===== src/rtl/hi_iso14443a_demod.sv =====
// rtl/hi_iso14443a_demod.sv - ISO14443-A envelope demodulator with slot packing and report FIFO
//
// Purpose: per adc_clk sample runs a hysteresis slicer, a deep-modulation
// detector and a windowed-average subcarrier edge detector, packs NSLOT
// {hyst,curbit} slots per report word and queues the words in a small
// show-ahead FIFO drained through a valid/ready port.
//
// Ports:
//   adc_clk    in   sample clock, all flops on rising edge
//   rst_n      in   asynchronous active-low reset
//   adc_d      in   8-bit ADC sample
//   enable     in   0 = synchronous clear of all state
//   out_data   out  FIFO head: [2N-1:N] hyst slots, [N-1:0] curbit slots, oldest at MSB
//   out_valid  out  FIFO not empty
//   out_ready  in   pop when out_valid & out_ready
//   overflow   out  sticky, a word was dropped on a full FIFO
//   after_hyst out  hysteresis slicer output
//   deep_mod   out  deep modulation present
//   dbg        out  MSB of the window sample counter
module hi_iso14443a_demod #(
  parameter int NSLOT        = 4,
  parameter int LOG2_WIN     = 4,
  parameter int HI_TH        = 192,
  parameter int LO_TH        = 16,
  parameter int HYST_TIMEOUT = 4096,
  parameter int DEEP_RUN     = 8,
  parameter int DEEP_HOLD    = 256,
  parameter int STEP_MIN     = 16,
  parameter int STEP_RESET   = 24,
  parameter int ONES_MAX     = 12,
  parameter int FIFO_DEPTH   = 4
) (
  input  logic               adc_clk,
  input  logic               rst_n,
  input  logic [7:0]         adc_d,
  input  logic               enable,
  output logic [2*NSLOT-1:0] out_data,
  output logic               out_valid,
  input  logic               out_ready,
  output logic               overflow,
  output logic               after_hyst,
  output logic               deep_mod,
  output logic               dbg
);

  localparam int W     = 2 * NSLOT;
  localparam int CNTW  = LOG2_WIN + $clog2(NSLOT);
  localparam int SUMW  = 8 + LOG2_WIN;
  localparam int LOWW  = $clog2(HYST_TIMEOUT);
  localparam int ZRW   = $clog2(DEEP_RUN + 1);
  localparam int HOLDW = $clog2(DEEP_HOLD + 1);
  localparam int PW    = $clog2(FIFO_DEPTH);

  localparam logic [7:0]       HI_B       = 8'(HI_TH);
  localparam logic [7:0]       LO_B       = 8'(LO_TH);
  localparam logic [LOWW-1:0]  LOW_LAST   = LOWW'(HYST_TIMEOUT - 1);
  localparam logic [ZRW-1:0]   ZR_MAX     = ZRW'(DEEP_RUN);
  localparam logic [ZRW-1:0]   ZR_LAST    = ZRW'(DEEP_RUN - 1);
  localparam logic [HOLDW-1:0] HOLD_MAX   = HOLDW'(DEEP_HOLD);
  localparam logic [HOLDW-1:0] HOLD_LAST  = HOLDW'(DEEP_HOLD - 1);
  localparam logic [8:0]       STEP_MIN_B = 9'(STEP_MIN);
  localparam logic [8:0]       STEP_RST_B = 9'(STEP_RESET);
  localparam logic [3:0]       ONES_LAST  = 4'(ONES_MAX - 1);

  logic              hyst_q,   hyst_d;
  logic [LOWW-1:0]   low_q,    low_d;
  logic              deep_q,   deep_d;
  logic [ZRW-1:0]    zr_q,     zr_d;
  logic [HOLDW-1:0]  hold_q,   hold_d;
  logic [CNTW-1:0]   cnt_q,    cnt_d;
  logic [SUMW-1:0]   sum_q,    sum_d;
  logic [7:0]        lavg_q,   lavg_d;
  logic              primed_q, primed_d;
  logic [8:0]        step_q,   step_d;
  logic              curbit_q, curbit_d;
  logic [3:0]        ones_q,   ones_d;
  logic [3:0]        zeros_q,  zeros_d;
  logic [NSLOT-1:0]  hpack_q,  hpack_d;
  logic [NSLOT-1:0]  cpack_q,  cpack_d;
  logic [PW:0]       rd_q,     rd_d;
  logic [PW:0]       wr_q,     wr_d;
  logic              ovf_q,    ovf_d;
  logic              valid_q,  valid_d;
  logic [W-1:0]      data_q,   head_d;
  logic [W-1:0]      mem_q [FIFO_DEPTH];

  logic              win_start, win_end, slot_end;
  logic [SUMW-1:0]   sum_acc;
  logic [7:0]        avg;
  logic [9:0]        dif;
  logic [8:0]        absdif, step_eff;
  logic              big, pop, full;
  logic              cur_new, wr_en;
  logic [W-1:0]      word;

  assign win_start = ~|cnt_q[LOG2_WIN-1:0];
  assign win_end   = &cnt_q[LOG2_WIN-1:0];
  assign slot_end  = &cnt_q;
  // The average includes the sample arriving on the window's last clock.
  assign sum_acc   = win_start ? {{LOG2_WIN{1'b0}}, adc_d}
                               : sum_q + {{LOG2_WIN{1'b0}}, adc_d};
  assign avg       = sum_acc[SUMW-1:LOG2_WIN];
  assign dif       = {2'b00, lavg_q} - {2'b00, avg};
  assign absdif    = dif[9] ? (~dif[8:0] + 9'd1) : dif[8:0];
  assign step_eff  = (step_q < STEP_MIN_B) ? STEP_MIN_B : step_q;
  // 3*|dif| > 2*step, widened so neither side can wrap.
  assign big       = ({2'b00, absdif} + {1'b0, absdif, 1'b0}) > {1'b0, step_eff, 1'b0};
  assign pop       = valid_q & out_ready;
  assign full      = (wr_q[PW] != rd_q[PW]) && (wr_q[PW-1:0] == rd_q[PW-1:0]);

  always_comb begin
    hyst_d   = hyst_q;
    low_d    = low_q;
    deep_d   = deep_q;
    zr_d     = zr_q;
    hold_d   = hold_q;
    cnt_d    = cnt_q + CNTW'(1);
    sum_d    = sum_acc;
    lavg_d   = lavg_q;
    primed_d = primed_q;
    step_d   = step_q;
    curbit_d = curbit_q;
    ones_d   = ones_q;
    zeros_d  = zeros_q;
    hpack_d  = hpack_q;
    cpack_d  = cpack_q;
    ovf_d    = ovf_q;
    cur_new  = curbit_q;
    wr_en    = 1'b0;
    head_d   = '0;

    // Slicer; the low-run timeout takes priority over the thresholds.
    if (hyst_q) begin
      low_d = '0;
      if (adc_d < LO_B) hyst_d = 1'b0;
    end else if (low_q == LOW_LAST) begin
      hyst_d = 1'b1;
      low_d  = '0;
    end else begin
      low_d = low_q + LOWW'(1);
      if (adc_d >= HI_B) hyst_d = 1'b1;
    end

    // Deep modulation: both run counters saturate so long runs keep their state.
    if (adc_d == 8'd0) begin
      hold_d = '0;
      if (zr_q != ZR_MAX) zr_d = zr_q + ZRW'(1);
      if (zr_q >= ZR_LAST) deep_d = 1'b1;
    end else begin
      zr_d = '0;
      if (hold_q != HOLD_MAX) hold_d = hold_q + HOLDW'(1);
      if (hold_q >= HOLD_LAST) deep_d = 1'b0;
    end

    if (win_end) begin
      lavg_d   = avg;
      primed_d = 1'b1;
      // The first window after a clear only establishes the reference average.
      if (primed_q) begin
        step_d = step_eff;
        if (big) begin
          cur_new = dif[9];
          step_d  = absdif;
        end
        if (cur_new) begin
          zeros_d = '0;
          if (ones_q == ONES_LAST) begin
            cur_new = 1'b0;
            step_d  = STEP_RST_B;
            ones_d  = '0;
          end else begin
            ones_d = ones_q + 4'd1;
          end
        end else begin
          ones_d = '0;
          if (zeros_q != 4'd15) zeros_d = zeros_q + 4'd1;
          if (zeros_q >= 4'd14) step_d = STEP_RST_B;
        end
        curbit_d = cur_new;
      end
      hpack_d = (hpack_q << 1) | NSLOT'(hyst_q);
      cpack_d = (cpack_q << 1) | NSLOT'(cur_new);
    end

    word = {hpack_d, cpack_d & {NSLOT{~deep_q}}};

    // A pop in the same cycle frees the slot, so a full FIFO still accepts.
    wr_en = slot_end & (~full | pop);
    if (slot_end & full & ~pop) ovf_d = 1'b1;
    rd_d    = rd_q + {{PW{1'b0}}, pop};
    wr_d    = wr_q + {{PW{1'b0}}, wr_en};
    valid_d = (rd_d != wr_d);
    if (!valid_d)
      head_d = '0;
    else if (wr_en && (wr_q[PW-1:0] == rd_d[PW-1:0]))
      head_d = word;
    else
      head_d = mem_q[rd_d[PW-1:0]];

    if (!enable) begin
      hyst_d   = 1'b0;
      low_d    = '0;
      deep_d   = 1'b0;
      zr_d     = '0;
      hold_d   = '0;
      cnt_d    = '0;
      sum_d    = '0;
      lavg_d   = '0;
      primed_d = 1'b0;
      step_d   = STEP_MIN_B;
      curbit_d = 1'b0;
      ones_d   = '0;
      zeros_d  = '0;
      hpack_d  = '0;
      cpack_d  = '0;
      rd_d     = '0;
      wr_d     = '0;
      ovf_d    = 1'b0;
      valid_d  = 1'b0;
      head_d   = '0;
      wr_en    = 1'b0;
    end
  end

  always_ff @(posedge adc_clk or negedge rst_n) begin
    if (!rst_n) begin
      hyst_q   <= 1'b0;
      low_q    <= '0;
      deep_q   <= 1'b0;
      zr_q     <= '0;
      hold_q   <= '0;
      cnt_q    <= '0;
      sum_q    <= '0;
      lavg_q   <= '0;
      primed_q <= 1'b0;
      step_q   <= STEP_MIN_B;
      curbit_q <= 1'b0;
      ones_q   <= '0;
      zeros_q  <= '0;
      hpack_q  <= '0;
      cpack_q  <= '0;
      rd_q     <= '0;
      wr_q     <= '0;
      ovf_q    <= 1'b0;
      valid_q  <= 1'b0;
      data_q   <= '0;
    end else begin
      hyst_q   <= hyst_d;
      low_q    <= low_d;
      deep_q   <= deep_d;
      zr_q     <= zr_d;
      hold_q   <= hold_d;
      cnt_q    <= cnt_d;
      sum_q    <= sum_d;
      lavg_q   <= lavg_d;
      primed_q <= primed_d;
      step_q   <= step_d;
      curbit_q <= curbit_d;
      ones_q   <= ones_d;
      zeros_q  <= zeros_d;
      hpack_q  <= hpack_d;
      cpack_q  <= cpack_d;
      rd_q     <= rd_d;
      wr_q     <= wr_d;
      ovf_q    <= ovf_d;
      valid_q  <= valid_d;
      data_q   <= head_d;
    end
  end

  always_ff @(posedge adc_clk) begin
    if (wr_en) mem_q[wr_q[PW-1:0]] <= word;
  end

  assign out_data   = data_q;
  assign out_valid  = valid_q;
  assign overflow   = ovf_q;
  assign after_hyst = hyst_q;
  assign deep_mod   = deep_q;
  assign dbg        = cnt_q[CNTW-1];

endmodule


===== config.mk =====
export PLATFORM = sky130hd
export DESIGN_NAME = hi_iso14443a_demod
export DESIGN_NICKNAME = d
export VERILOG_FILES = /design/src/rtl/hi_iso14443a_demod.sv
export SDC_FILE = /design/constraint.sdc
export NUM_CORES = 1
export LEC_CHECK = 0
export CAP_MARGIN = 30
export CORE_AREA = 2 2 123 155
export CTS_CLUSTER_DIAMETER = 60
export DETAILED_ROUTE_END_ITERATION = 16
export DIE_AREA = 0 0 125 157
export PLACE_DENSITY_LB_ADDON = 0.3
export SYNTH_ARGS = -nofsm -noshare
export SYNTH_HDL_FRONTEND = slang
export SYNTH_SLANG_ARGS = --single-unit
export TNS_END_PERCENT = 20

===== constraint.sdc =====
create_clock -name adc_clk -period 19.45 [get_ports adc_clk]
set_clock_uncertainty 0.2 [all_clocks]
set_input_delay 3.89 -clock adc_clk [delete_from_list [all_inputs] [get_ports adc_clk]]
set_output_delay 3.89 -clock adc_clk [all_outputs]
set_load 0.005 [all_outputs]

### Word-level counts from Yosys, hierarchy flattened

Memory sizes are Yosys's and may differ from the RTL's.
Index checks and enable logic that the tools add are counted.
W data, S select, Z words.

* logic and storage cells: 145
* RAM bits: 32
* bits in latches: 0
* ROM bits: 0
* output and inout bits: 13
* memories: 1
* flip-flop bits (word level): 96
* input bits: 12

Memory list
* mem_q: words 4, bits a word 8, read ports 1, clocked after Yosys merged registers in 0, write ports 1, line 85 `logic [W-1:0] mem_q [FIFO_DEPTH];`

* divide/modulo/power cells: 0
* magnitude comparators: 7
* shift operators: 0
* reductions and logical operators: 9
* bitwise gates (word level): 12
* $add $sub $neg: 12
* equality and inequality tests: 17
* $mul: 0
* multiplexer cells: 67

Operators with widths (number)
* $mux W9: 12
* $mux W4: 17
* $mux W12: 5
* $mux W8: 5
* $mux W1: 25
* $add A9 B1 Y9 const B: 2
* $add A12 B1 Y12 const B: 1
* $add A12 B8 Y12: 1
* $add A4 B1 Y4 const B: 3
* $eq A12 B12 Y1 const B: 1
* $add A9 B10 Y11: 1
* $gt A11 B10 Y1: 1
* $ge A9 B8 Y1 const B: 1
* $lt A9 B5 Y1 const B: 1
* $ne A3 B1 Y1 const B: 3
* $ne A9 B9 Y1 const B: 1
* $not A9 Y9: 1
* $sub A8 B8 Y9: 1
* $ge A8 B8 Y1 const B: 1
* $logic_not A8 Y1: 1
* $lt A8 B5 Y1 const B: 1
* $ne A4 B4 Y1 const B: 2
* $or A4 B1 Y4: 2
* $add A3 B1 Y3: 2
* other kinds (21): 33

### Logic depth before layout (Yosys ltp)

* depth in word-level cells: 20
* gate-level depth with buffers: 37
* mapped depth without buffers: 35

### Least setup slack after synthesis

OpenSTA, ideal clock, no wires.

* path type: in2reg
* start: in adc_d[0]
* end: reg step_q[1]
* slack: 8897 ps
* buffers on the path: 2
* stages on the path: 35
* arrival: 10232 ps
* required time: 19129 ps
* path through: ha_1 > inv_1 > fa_1 > nor2b_1 > o21ai_0 > a21boi_0 > o21a_1 > o41a_1 > xnor2_1 > nand2b_1 > ha_1 > nand2_1 > a211oi_1 > o41a_1 > buf_1 > o21ai_0 > inv_1 > ha_1 > inv_1 > fa_1 > inv_1 > a21o_1 > a21oi_1 > o21bai_1 > a21oi_1 > o21ai_0 > xor2_1 > ha_1 > a21oi_1 > o2111ai_1 > a211o_1 > buf_6 > mux2_4 > mux2i_4 > a32o_2

* word-level cells in the longest chain between the ends: 15

Ends and longest elaborated chain
* from (decl): line 35 `input logic [7:0] adc_d,`
* $add A12 B8 Y12 *: line 101 `: sum_q + {{LOG2_WIN{1'b0}}, adc_d};`
* $mux W12 *: line 100 `assign sum_acc = win_start ? {{LOG2_WIN{1'b0}}, adc_d}`
* $sub A8 B8 Y9 *: line 103 `assign dif = {2'b00, lavg_q} - {2'b00, avg};`
* $not A9 Y9: line 104 `assign absdif = dif[9] ? (~dif[8:0] + 9'd1) : dif[8:0];`
* $add A9 B1 Y9: line 104
* $mux W9: line 104
* $add A9 B10 Y11: line 107 `assign big = ({2'b00, absdif} + {1'b0, absdif, 1'b0}) > {1'b0, step_eff, 1'b0};`
* $gt A11 B10 Y1: line 107
* $mux W1: line 161 `if (big) begin`
* $mux W1: line 159 `if (primed_q) begin`
* $mux W1: line 155 `if (win_end) begin`
* $mux W9 *: line 165 `if (cur_new) begin`
* $mux W9 *: line 159
* $mux W9 *: line 155
* $mux W9 *: line 200 `if (!enable) begin`
* to (signal assigned): line 257 `step_q <= step_d;`
* to (decl): line 74 `logic [8:0] step_q, step_d;`

Every way passes the cells marked *; elsewhere a longest branch is shown, timed or not. The select of a mux whose other input is x is not followed.
A chain may end at the register's enable or synchronous reset.

### Final worst setup path

* start: in adc_d[0]
* end: reg data_q[0] (netlist: out_data[0])

* word-level cells in the longest chain between the ends: 20

Ends and longest elaborated chain
* $add A12 B8 Y12 *: line 101
* $mux W12 *: line 100
* $sub A8 B8 Y9 *: line 103
* $not A9 Y9: line 104
* $add A9 B1 Y9: line 104
* $mux W9: line 104
* $add A9 B10 Y11: line 107
* $gt A11 B10 Y1: line 107
* [4 not listed]
* $mux W1 * (2 in a row)
* $or A4 B1 Y4 *: line 182 `cpack_d = (cpack_q << 1) | NSLOT'(cur_new);`
* $mux W4 *: line 155
* $and A4 B4 Y4 *: line 185 `word = {hpack_d, cpack_d & {NSLOT{~deep_q}}};`
* $mux W8 *: line 195 `else if (wr_en && (wr_q[PW-1:0] == rd_d[PW-1:0]))`
* $mux W8 *: line 193 `if (!valid_d)`
* $mux W8 *: line 200
* net head_d[0]: line 84 `logic [W-1:0] data_q, head_d;`
* to (signal assigned): line 246 `data_q <= '0;`
* to (signal assigned): line 267 `data_q <= head_d;`
* to (decl): line 84

The timed path passes the listed nets; every way through them passes the cells marked *. The select of a mux whose other input is x is not followed.

==> impl_results.md <==
- Pins Over Slew Limit: 0
- Post-Syn Instances: 707
- Num CTS Buffers: 17
- Fin nets: 805
- Via/cell ratio: 5.27
- Gr ovfl total: 0
- Wirelength per Cell: 15.0 um
- YS warnings: 0
- Initial antenna violation count: 0
- Final Cell Area: 8230 um2
- Max-cap violations: 0
- CP max stage cell: a2111oi_0
- CP arrival: 11.54 ns
- CTS clk-pin slew, worst paths: 0.06 ns
- DP HPWL: 10.4 mm
- Global-route wire length before repair: 24.9 mm
- Synth async-reset ratio: 75.0%
- Initial DRC count: 275
- Post-CTS Setup Bufs: 0
- Flops & latches, synth: 128
- Post-CTS Hold Fix Bufs: 0
- Post-CTS sizing: 0
- Post-DP Area: 7690 um2
- Ant. Diodes: 0
- CTS Root Cell: clkbuf_16
- Drt drc: 0
- Number of synthesized flops with an enable pin: 32
- Vias in the first global route: 5138
- WL final: 14.7 mm
- Core Footprint: 18000 um2
- Overall routing resource usage: 15.8%
- Die W: 125 um
- Critical Path Max Stage Delay: 0.54 ns
- Max Root-Sink Buffers: 2
- Peak VDD IR: 112 uV
- Area growth from synthesis to layout: 14.4%
- Final Hold Vio Count: 0
- WP buf/inv: 5
- Synth cell types: 63
- Top delay family on crit path: compound AO/OA/AOI/OAI gates
- Port bufs: 24
- Syn_area_per_cell: 10.2 um2
- Pre-antenna DRT Iters: 4
- I/O Pins: 25
- Worst-margin pin slew: 0.894 ns
- Endpoint class of the critical path: flip-flop
- Worst hold path type: flip-flop to flip-flop
- CP Launch Type: primary input
- Mapped cell area: 7200 um2
- Relative slew slack: 40.4%
- DR vias: 5156
- CTS sink count: 128
- Clk_lat worst skew: 0.42 ns
- Largest net degree at the start of global routing: 67
- Min Clock Period, post-route: 11.39 ns
- Max H-tree Level: 4
- P_leak: 3.66 nW
- Syn Nets: 774
- Share of layout cells above drive strength 1: 7.59%
- Fin Setup TNS: 0 ns
- Commonest non-fill, non-tap cells in the layout: nor2_1 (97), dfrtp_1 (95), ha_1 (52), nand2_1 (50), a21oi_1 (47)
- CP required: 19.59 ns
- Starting density of the core: 39.9%
- Commonest non-fill, non-tap cell in the layout: nor2_1
- Sequential share of the synthesized area: 46.7%
- Weighted congestion at the end of routability-driven global placement: 0.805
- Cell Pwr Density: 125 nW/um2
- Critical-path maximum fanout: 13
- RSZ-0062 raised after global routing: no
- Full die area: 19600 um2
- Final worst-path cycle share: 58.6%
- CTS tree: yes
- Max frequency: 87.8 MHz
- FP Rows: 55
- # setup viols final: 0
- Crit path kind: primary input to flip-flop
- Top FF cell, synth: dfrtp_1
- Detail Route Antenna Nets: 0
- Die Y-Extent: 157 um
- Status: finished, final reports clean
cells by family after synthesis:
kind of cell / synth area share (%)
AOI/OAI and AO/OA: 11.9
and+or+nand+nor: 16.9
buffers and inverters: 3.29
xor gates and xnor gates: 6.57
muxes: 4.71
adders and majority gates: 9.87
DFF: 46.7
Yosys cell counts (5+ instances only):
cell type / number / area, um2
and3_1: 14 / 87.6
nor2_1: 97 / 364
nor3b_1: 5 / 37.5
mux2i_1: 11 / 110
ha_1: 52 / 651
xor2_1: 26 / 228
nand2_1: 50 / 188
nand3_1: 28 / 140
nor2b_1: 5 / 31.3
a211oi_1: 6 / 45.0
mux4_2: 8 / 180
a21oi_1: 47 / 235
nand2b_1: 6 / 37.5
edfxtp_1: 32 / 961
a22o_1: 6 / 52.6
o211ai_1: 7 / 52.6
dfrtp_1: 95 / 2380
xnor2_1: 28 / 245
nor3_1: 13 / 65.1
clkbuf_1: 15 / 56.3
and2_1: 12 / 75.1
o21ai_0: 22 / 110
a21o_1: 8 / 60.1
a31oi_1: 6 / 37.5
inv_1: 42 / 158
final timing paths:
check	start	endpoint	slack, ns	depth (start not counted)
worst max-delay path	adc_d[0]	out_data[0]	8.06	33
worst min-delay path	cnt_q[0]	cnt_q[0]	0.28	1
worst max register to register	sum_q[0]	out_data[0]	11.73	32
worst min register to register	cnt_q[0]	cnt_q[0]	0.28	1
max in group asynchronous	rst_n	step_q[2]	14.68	2
min in group asynchronous	rst_n	out_data[2]	3.20	1
state kept, by name (all words and copies together) (netlist names), 3 cells and up:
register,count
step_q,9
cnt_q,6
ones_q,4
wr_q,3
zeros_q,4
cpack_q,4
low_q,12
hpack_q,4
rd_q,3
sum_q,12
mem_q,32
zr_q,4
hold_q,9
lavg_q,8
out_data,8
area by class of cell:
cell class,count,area (um2)
Sequential cell,128,3360
Inverter,42,158
Clock inverter,12,103
Tap cell,228,285
Timing Repair Buffer,31,290
Clock buffer,20,437
Fill cell,1733,9800
Multi-Input combinational cell,518,3600
per-stage QoR:
stage          power [mW]  util [%]  std cells  setup slack [ns]  hold WS [ns]
2_1_floorplan       0.668         -        707              8.90         0.245
3_3_place_gp        0.734      42.7        947              7.72         0.269
3_5_place_dp        0.740      42.7        947              7.65         0.272
4_1_cts              1.03      45.7        979              8.06         0.282
5_1_grt              1.10      45.7        979              7.31         0.306
6_report             1.03      45.7        979              8.06         0.278
routing by layer:
layer	global-route usage [%]	wire length [um]
met5	0	0
met4	6.46	358
met3	3.20	357
met2	27.5	7300
met1	19.2	6660
report_power, final:
| group | internal, mW | leakage, nW | switching, mW |
|---|---|---|---|
| clock | 0.166 | 0.261 | 0.123 |
| sequential | 0.280 | 1.62 | 0.00496 |
| combinational | 0.189 | 1.78 | 0.263 |
| total | 0.635 | 3.66 | 0.390 |
Power figures use the tool's default switching activity.
